### src/rtl/ps_serializer_if.sv
// Byte-in / bit-out bundle between the upstream mux and ps_serializer.
// The design plugs into the slave modport; the upstream side uses master.
interface ps_serializer_if;
   logic [7:0] data_in;
   logic       valid_in;
   logic       data_out;
   logic       frame_start;
   logic       byte_ack;
   logic       active;

   modport master (
      output data_in, valid_in,
      input  data_out, frame_start, byte_ack, active
   );

   modport slave (
      input  data_in, valid_in,
      output data_out, frame_start, byte_ack, active
   );
endinterface

### src/rtl/ps_serializer.sv
// Parallel-to-serial stage: COMMA preamble after reset, then data or IDLE characters, one bit per clk8f.
// Optional build macro SER_LSB_FIRST_EN shifts characters out LSB first.
module ps_serializer #(
   parameter int         SYNC_COUNT = 4,
   parameter logic [7:0] COMMA      = 8'hBC,
   parameter logic [7:0] IDLE       = 8'h7C
) (
   input logic            clk8f,
   input logic            reset,
   ps_serializer_if.slave ser
);

   typedef enum logic {SYNC, ACTIVE} state_t;

   state_t     state_q, state_d;
   logic [2:0] cnt_q, cnt_d;
   logic [7:0] sync_cnt_q, sync_cnt_d;
   logic [7:0] shreg_q, shreg_d;
   logic       dout_q, dout_d;
   logic       fs_q, fs_d;
   logic       ack_q, ack_d;
   logic       act_q, act_d;

   logic [7:0] ch;
   logic [8:0] sync_inc;

   assign sync_inc = {1'b0, sync_cnt_q} + 9'd1;

   always_comb begin
      state_d    = state_q;
      cnt_d      = cnt_q + 3'd1;
      sync_cnt_d = sync_cnt_q;
      shreg_d    = shreg_q;
      dout_d     = dout_q;
      fs_d       = 1'b0;
      ack_d      = 1'b0;
      act_d      = act_q;
      ch         = IDLE;

      if (cnt_q == 3'd7) begin
         // With no preamble the first load edge already follows ACTIVE rules.
         if (state_q == ACTIVE || SYNC_COUNT == 0) begin
            state_d = ACTIVE;
            act_d   = 1'b1;
            if (ser.valid_in) begin
               ch    = ser.data_in;
               ack_d = 1'b1;
            end
         end else begin
            ch         = COMMA;
            sync_cnt_d = sync_inc[7:0];
            if (sync_inc == 9'(SYNC_COUNT))
               state_d = ACTIVE;
         end
         fs_d = 1'b1;
`ifdef SER_LSB_FIRST_EN
         dout_d  = ch[0];
         shreg_d = {1'b0, ch[7:1]};
`else
         dout_d  = ch[7];
         shreg_d = {ch[6:0], 1'b0};
`endif
      end else begin
`ifdef SER_LSB_FIRST_EN
         dout_d  = shreg_q[0];
         shreg_d = {1'b0, shreg_q[7:1]};
`else
         dout_d  = shreg_q[7];
         shreg_d = {shreg_q[6:0], 1'b0};
`endif
      end
   end

   // cnt resets to 7 so the first edge after release is a load edge.
   always_ff @(posedge clk8f or posedge reset) begin
      if (reset) begin
         state_q    <= SYNC;
         cnt_q      <= 3'd7;
         sync_cnt_q <= 8'd0;
         shreg_q    <= 8'd0;
         dout_q     <= 1'b0;
         fs_q       <= 1'b0;
         ack_q      <= 1'b0;
         act_q      <= 1'b0;
      end else begin
         state_q    <= state_d;
         cnt_q      <= cnt_d;
         sync_cnt_q <= sync_cnt_d;
         shreg_q    <= shreg_d;
         dout_q     <= dout_d;
         fs_q       <= fs_d;
         ack_q      <= ack_d;
         act_q      <= act_d;
      end
   end

   assign ser.data_out    = dout_q;
   assign ser.frame_start = fs_q;
   assign ser.byte_ack    = ack_q;
   assign ser.active      = act_q;

endmodule
### src/flat_wrapper.sv
// flat-port wrapper written by rule: the top's interface ports become plain ports
module ps_serializer_flat 
#(
   parameter int         SYNC_COUNT = 4,
   parameter logic [7:0] COMMA      = 8'hBC,
   parameter logic [7:0] IDLE       = 8'h7C
)
  (clk8f, reset, ser_data_in, ser_valid_in, ser_data_out, ser_frame_start, ser_byte_ack, ser_active);
  ps_serializer_if ser_i ();
  input logic clk8f;
  input logic reset;
  input wire logic [$bits(ser_i.data_in)-1:0] ser_data_in;
  input wire logic [$bits(ser_i.valid_in)-1:0] ser_valid_in;
  output wire logic [$bits(ser_i.data_out)-1:0] ser_data_out;
  output wire logic [$bits(ser_i.frame_start)-1:0] ser_frame_start;
  output wire logic [$bits(ser_i.byte_ack)-1:0] ser_byte_ack;
  output wire logic [$bits(ser_i.active)-1:0] ser_active;
  assign ser_i.data_in = ser_data_in;
  assign ser_i.valid_in = ser_valid_in;
  assign ser_data_out = ser_i.data_out;
  assign ser_frame_start = ser_i.frame_start;
  assign ser_byte_ack = ser_i.byte_ack;
  assign ser_active = ser_i.active;
  ps_serializer #(.SYNC_COUNT(SYNC_COUNT), .COMMA(COMMA), .IDLE(IDLE)) u_core (.clk8f(clk8f), .reset(reset), .ser(ser_i));
endmodule
### config.mk
export PLATFORM = sky130hd
export DESIGN_NAME = ps_serializer_flat
export DESIGN_NICKNAME = d
export VERILOG_FILES = /design/src/rtl/ps_serializer_if.sv /design/src/rtl/ps_serializer.sv /design/src/flat_wrapper.sv
export SDC_FILE = /design/constraint.sdc
export NUM_CORES = 1
export LEC_CHECK = 0
export BUFFER_PORTS_ARGS = -buffer_cell sky130_fd_sc_hd__buf_2
export CORE_MARGIN = 2
export CORE_UTILIZATION = 32
export CTS_CLUSTER_SIZE = 10
export DETAILED_ROUTE_END_ITERATION = 8
export GPL_ROUTABILITY_DRIVEN = 0
export HOLD_SLACK_MARGIN = 0.15
export PLACE_DENSITY_LB_ADDON = 0.3
export RECOVER_POWER = 100
export SLEW_MARGIN = 10
export SYNTH_ARGS = -nofsm -noshare
export SYNTH_HDL_FRONTEND = slang
export SYNTH_SLANG_ARGS = --single-unit
### constraint.sdc
create_clock -name clk8f -period 2.2 [get_ports clk8f]
set_clock_uncertainty 0.1 [all_clocks]
set_input_delay 0.66 -clock clk8f [delete_from_list [all_inputs] [get_ports clk8f]]
set_output_delay 0.66 -clock clk8f [all_outputs]
set_load 0.01 [all_outputs]
After elaboration in Yosys (flattened, before gate mapping)
Index checks and enable logic that the tools add are counted.
{ "word_totals": {"input_bits": 11, "word_cells": 25, "out_inout_bits": 4, "regBits": 24} }
{ "op_classes": {"n_bitwise": 1, "add_sub_neg": 2, "n_eq_ne": 2, "reduce_logical": 2, "muxes": 10} }
{ "ops": {"columns": ["cell", "n"], "rows": [
  ["8-bit two-way mux", 3],
  ["8-bit by 1-bit adder with 9-bit output (second input constant)", 1],
  ["9-bit by 3-bit equality test with 1-bit output (second input constant)", 1],
  ["1-bit two-way mux", 7],
  ["2-bit AND reduction", 2],
  ["3-bit by 1-bit adder with 3-bit output (second input constant)", 1],
  ["3-bit equality test (second input constant)", 1],
  ["1-bit inverter", 1]
]} }

Depth between registers and ports, before layout
{ "logic_depth": {"ltp_word": 4, "ltp_mapped": 6, "ltp_nobuf": 6} }

Worst setup path after synthesis
Ideal clock, no wire load.
{ "synth_path": {"kind": "reg-to-reg", "start": "register u_core.cnt_q[0]", "end": "register u_core.sync_cnt_q[1]", "period_less_slack_ns": 1.604, "setup_time_ns": 0.125, "arrival_time_ns": 1.380, "stages_incl_launch_ff": 6, "path_buffers": 1, "path_slack_ns": 0.596, "required_ns": 1.975, "cell_sequence": "dfstp_2 ha_1 ha_1 buf_2 nand2_1 mux2_2"} }
{ "synth_between": {"elab_chain_cells": 2} }
{ "synth_lines": {"columns": ["item", "line_no", "rtl"], "rows": [
  ["start, declared", "ps_serializer.sv:16", "logic [2:0] cnt_q, cnt_d;"],
  ["start signal, assigned", "ps_serializer.sv:87", "cnt_q <= cnt_d;"],
  ["3-bit equality test", "ps_serializer.sv:40", "if (cnt_q == 3'd7) begin"],
  ["2-bit AND reduction (no line)", null, null],
  ["end signal, assigned", "ps_serializer.sv:88", "sync_cnt_q <= sync_cnt_d;"],
  ["end, declared", "ps_serializer.sv:17", "logic [7:0] sync_cnt_q, sync_cnt_d;"]
]} }
Every way passes these cells.
A chain may end at the register's enable or synchronous reset.

Worst setup path in the final report
{ "layout_path": {"start": "register u_core.cnt_q[0]", "end": "register u_core.shreg_q[5]"} }
{ "layout_between": {"elab_chain_cells": 2} }
{ "layout_lines": {"columns": ["item", "line_no", "rtl"], "rows": [
  ["3-bit equality test", "ps_serializer.sv:40", null],
  ["8-bit two-way mux", "ps_serializer.sv:40", null],
  ["named net u_core.shreg_d[5]", "ps_serializer.sv:18", "logic [7:0] shreg_q, shreg_d;"],
  ["end signal, assigned", "ps_serializer.sv:89", "shreg_q <= shreg_d;"],
  ["end, declared", "ps_serializer.sv:18", null]
]} }
The timed path passes the listed nets, and every way through them passes these cells.

==> impl_metrics.json <==
{
  "status": "complete, no violations",
  "initial_utilization": 0.3341,
  "syn_nets": 86,
  "tns_ns": 0,
  "syn_area_um2": 913.4,
  "period_needed_ns": 1.715,
  "synth_cell_types": 25,
  "setup_slack_ns": 0.4854,
  "worst_pin_slew_ns": 1.179,
  "power_density_nw_per_um2": 626.5,
  "cts_setup_buffers": 0,
  "seq_power_share": 0.660,
  "critPathArrivalTime_ns": 1.83,
  "max-clock-path-buffers": 2,
  "p_switching_mw": 0.1425,
  "drt_wl_total_mm": 1.406,
  "antenna_found_initial": 0,
  "overflow": 0,
  "first_pass_iters": 4,
  "htreeDepth": 1,
  "core_um2": 2734,
  "p_leak_nw": 0.4820,
  "grt_max_degree": 24,
  "synth_seq_cells": 23,
  "cpMostUsedCell": "ha_1",
  "drive_gt1_frac": 0.2333,
  "clock.fmax_ghz": 0.5832,
  "rsz0062_at_grt": "false",
  "internal-power_mw": 0.5104,
  "cts_hold_buf": 0,
  "grt_pass1_vias": 567,
  "slowest_stage": "dfstp_2",
  "hold_viol_final": 0,
  "final_max_slew_viol_count": 0,
  "fin_area_um2": 1042,
  "grtUsageTotal": 0.09986,
  "n_antenna_cell": 0,
  "ant_nets": 0,
  "path_clk_slew_ns": 0.13,
  "critPathMaxFanout": 10,
  "seq_area_frac_synth": 0.6342,
  "area_delta_synth_final_pct": 14.11,
  "grt_pass1_wl_mm": 2.463,
  "fp.dieW_um": 57.43,
  "period_share": 0.7793,
  "cp-end-kind": "register",
  "wl_per_cell_um": 11.62,
  "pre_cts_slack_ns": 0.4937,
  "hold_path.class": "register to register",
  "path_class": "register to register",
  "syn_inst": 72,
  "tritoncts": "yes",
  "insertion_delay_ns": 0.31,
  "synth_top_area_share": 0.5479,
  "yosysWarnings": 0,
  "cp-start-kind": "register",
  "ios": 15,
  "ys_top_cells_by_area": "dfrtp_1 (55%), dfstp_2 (8.6%), xnor2_1 (4.8%)",
  "synth_edf_count": 0,
  "initialDrtViolationCount": 22,
  "critPathMaxStageDelay_ns": 0.56,
  "cts-root-buf": "clkbuf_4",
  "fp-row-count": 19,
  "cp_data_required_time_ns": 2.31,
  "post_cts_resized": 0,
  "fin_util": 0.3812,
  "ir_worst_vdd_v": 0.0005426,
  "vias": 572,
  "fp.dieArea_um2": 3298,
  "async_reset_ff_frac": 1.000,
  "port-buffer-count": 14,
  "synth_largest_area_cell": "dfrtp_1",
  "yosys_most_used_dff": "dfrtp_1",
  "clock_sinks": 23,
  "hpwl_mm": 1.033,
  "combPwrFrac": 0.039,
  "cp_cell_sequence": "ha_1 > ha_1 > buf_4 > nand3_1 > o22a_1",
  "slew_headroom": 0.2141,
  "drcViolationCount": 0,
  "switching_share": 0.2183,
  "viasPerCell": 4.727,
  "cap_violations": 0,
  "postPlaceCellArea_um2": 1028,
  "nNetsFinal": 105,
  "fp.dieH_um": 57.43,
  "yosys-top-cells-count": "dfrtp_1 (20), inv_1 (7), nand2_1 (7), xnor2_1 (5), o22a_1 (4)",
  "cts_inserted_buffers": 3,
  "p_clk_frac": 0.301,
  "synthMostInstantiatedCell": "dfrtp_1",
  "setup_viol": 0,
  "avgSynthCellArea_um2": 12.69
}
[layer usage]
layer | up-vias | wire, um | GRT usage
li1 | 279 | - | -
met1 | 277 | 613 | 0.1232
met2 | 14 | 696 | 0.1542
met3 | 2 | 82 | 0.04989
met4 | 0 | 13 | 0.02990
met5 | - | 0 | 0
[cells in the final DEF, fill, tap and decap left out, drive strengths merged]
cell type,n
clkinvlp,1
buf,11
nor3b,1
or4,1
and4b,1
o41ai,1
xnor2,5
a21o,1
xor2,2
and2,1
nand2,7
a21oi,1
a31oi,2
clkbuf,8
o22a,4
mux2,2
nand4,1
dfstp,3
dfrtp,20
o21ai,1
ha,3
nor3,1
inv,7
and4,1
nand3,2
nor2,2
[area by class of cell]
class | instances | area [um^2]
clock inverters | 1 | 7.507
repair buffers | 16 | 76.32
well taps | 31 | 38.79
fillers | 276 | 1692
clock buffers | 3 | 22.52
flip-flops and latches | 23 | 579.3
multi-input cells | 40 | 291.5
inverters | 7 | 26.28
[through the flow]
stage                     std cells  total power [mW]  hold WS (ns)
after CTS                       121            0.6672        0.2593
after global placement          117            0.4663        0.3276
after detailed placement        117            0.4666        0.3297
final                           121            0.6530        0.3601
after floorplan                  72            0.4517        0.3177
after global routing            121            0.6917        0.3874
[power groups by stage]
| stage | logic [mW] | registers [mW] | clock network [mW] |
|---|---|---|---|
| after floorplan | 0.0127 | 0.439 | 0 |
| after global placement | 0.0275 | 0.439 | 0 |
| after detailed placement | 0.0276 | 0.439 | 0 |
| after CTS | 0.0278 | 0.431 | 0.208 |
| after global routing | 0.0296 | 0.432 | 0.230 |
| final | 0.0253 | 0.431 | 0.197 |
[critical path, delay by kind of cell, from the launching register on]
kind / cells / cell delay (ns)
compound gates: 1 / 0.23
simple gates: 1 / 0.18
fa+ha+maj: 2 / 0.36
buf+inv: 1 / 0.19
flops: 1 / 0.56
[worst paths after layout]
| check | from | slack [ns] | to | cells past startpoint |
|---|---|---|---|---|
| worst max-delay path | u_core.cnt_q[0] | 0.49 | u_core.shreg_q[5] | 5 |
| worst min-delay path | u_core.cnt_q[0] | 0.36 | u_core.cnt_q[0] | 1 |
| worst max register to register | u_core.cnt_q[0] | 0.49 | u_core.shreg_q[5] | 5 |
| worst min register to register | u_core.cnt_q[0] | 0.36 | u_core.cnt_q[0] | 1 |
| max in group asynchronous | reset | 0.70 | u_core.sync_cnt_q[2] | 3 |
| min in group asynchronous | reset | 0.60 | u_core.shreg_q[1] | 3 |
[logic make-up (layout without fill, tap and decap cells)]
family,count (synthesis),count (layout),synth area share
xor+xnor,7,7,0.06712
compound gates,10,10,0.08903
simple gates,18,18,0.1055
flops,23,23,0.6343
fa+ha+maj,3,3,0.04110
buf+inv,9,27,0.03835
mux,2,2,0.02466
[sequential cells by signal, summed over array words and instances (netlist names)]
signal,cells
u_core.sync_cnt_q,8
u_core.shreg_q,7
u_core.cnt_q,3
u_core.ser.active,1
u_core.ser.byte_ack,1
u_core.ser.data_out,1
u_core.ser.frame_start,1
u_core.state_q,1
No activity file was read; power rests on OpenSTA's default activity.
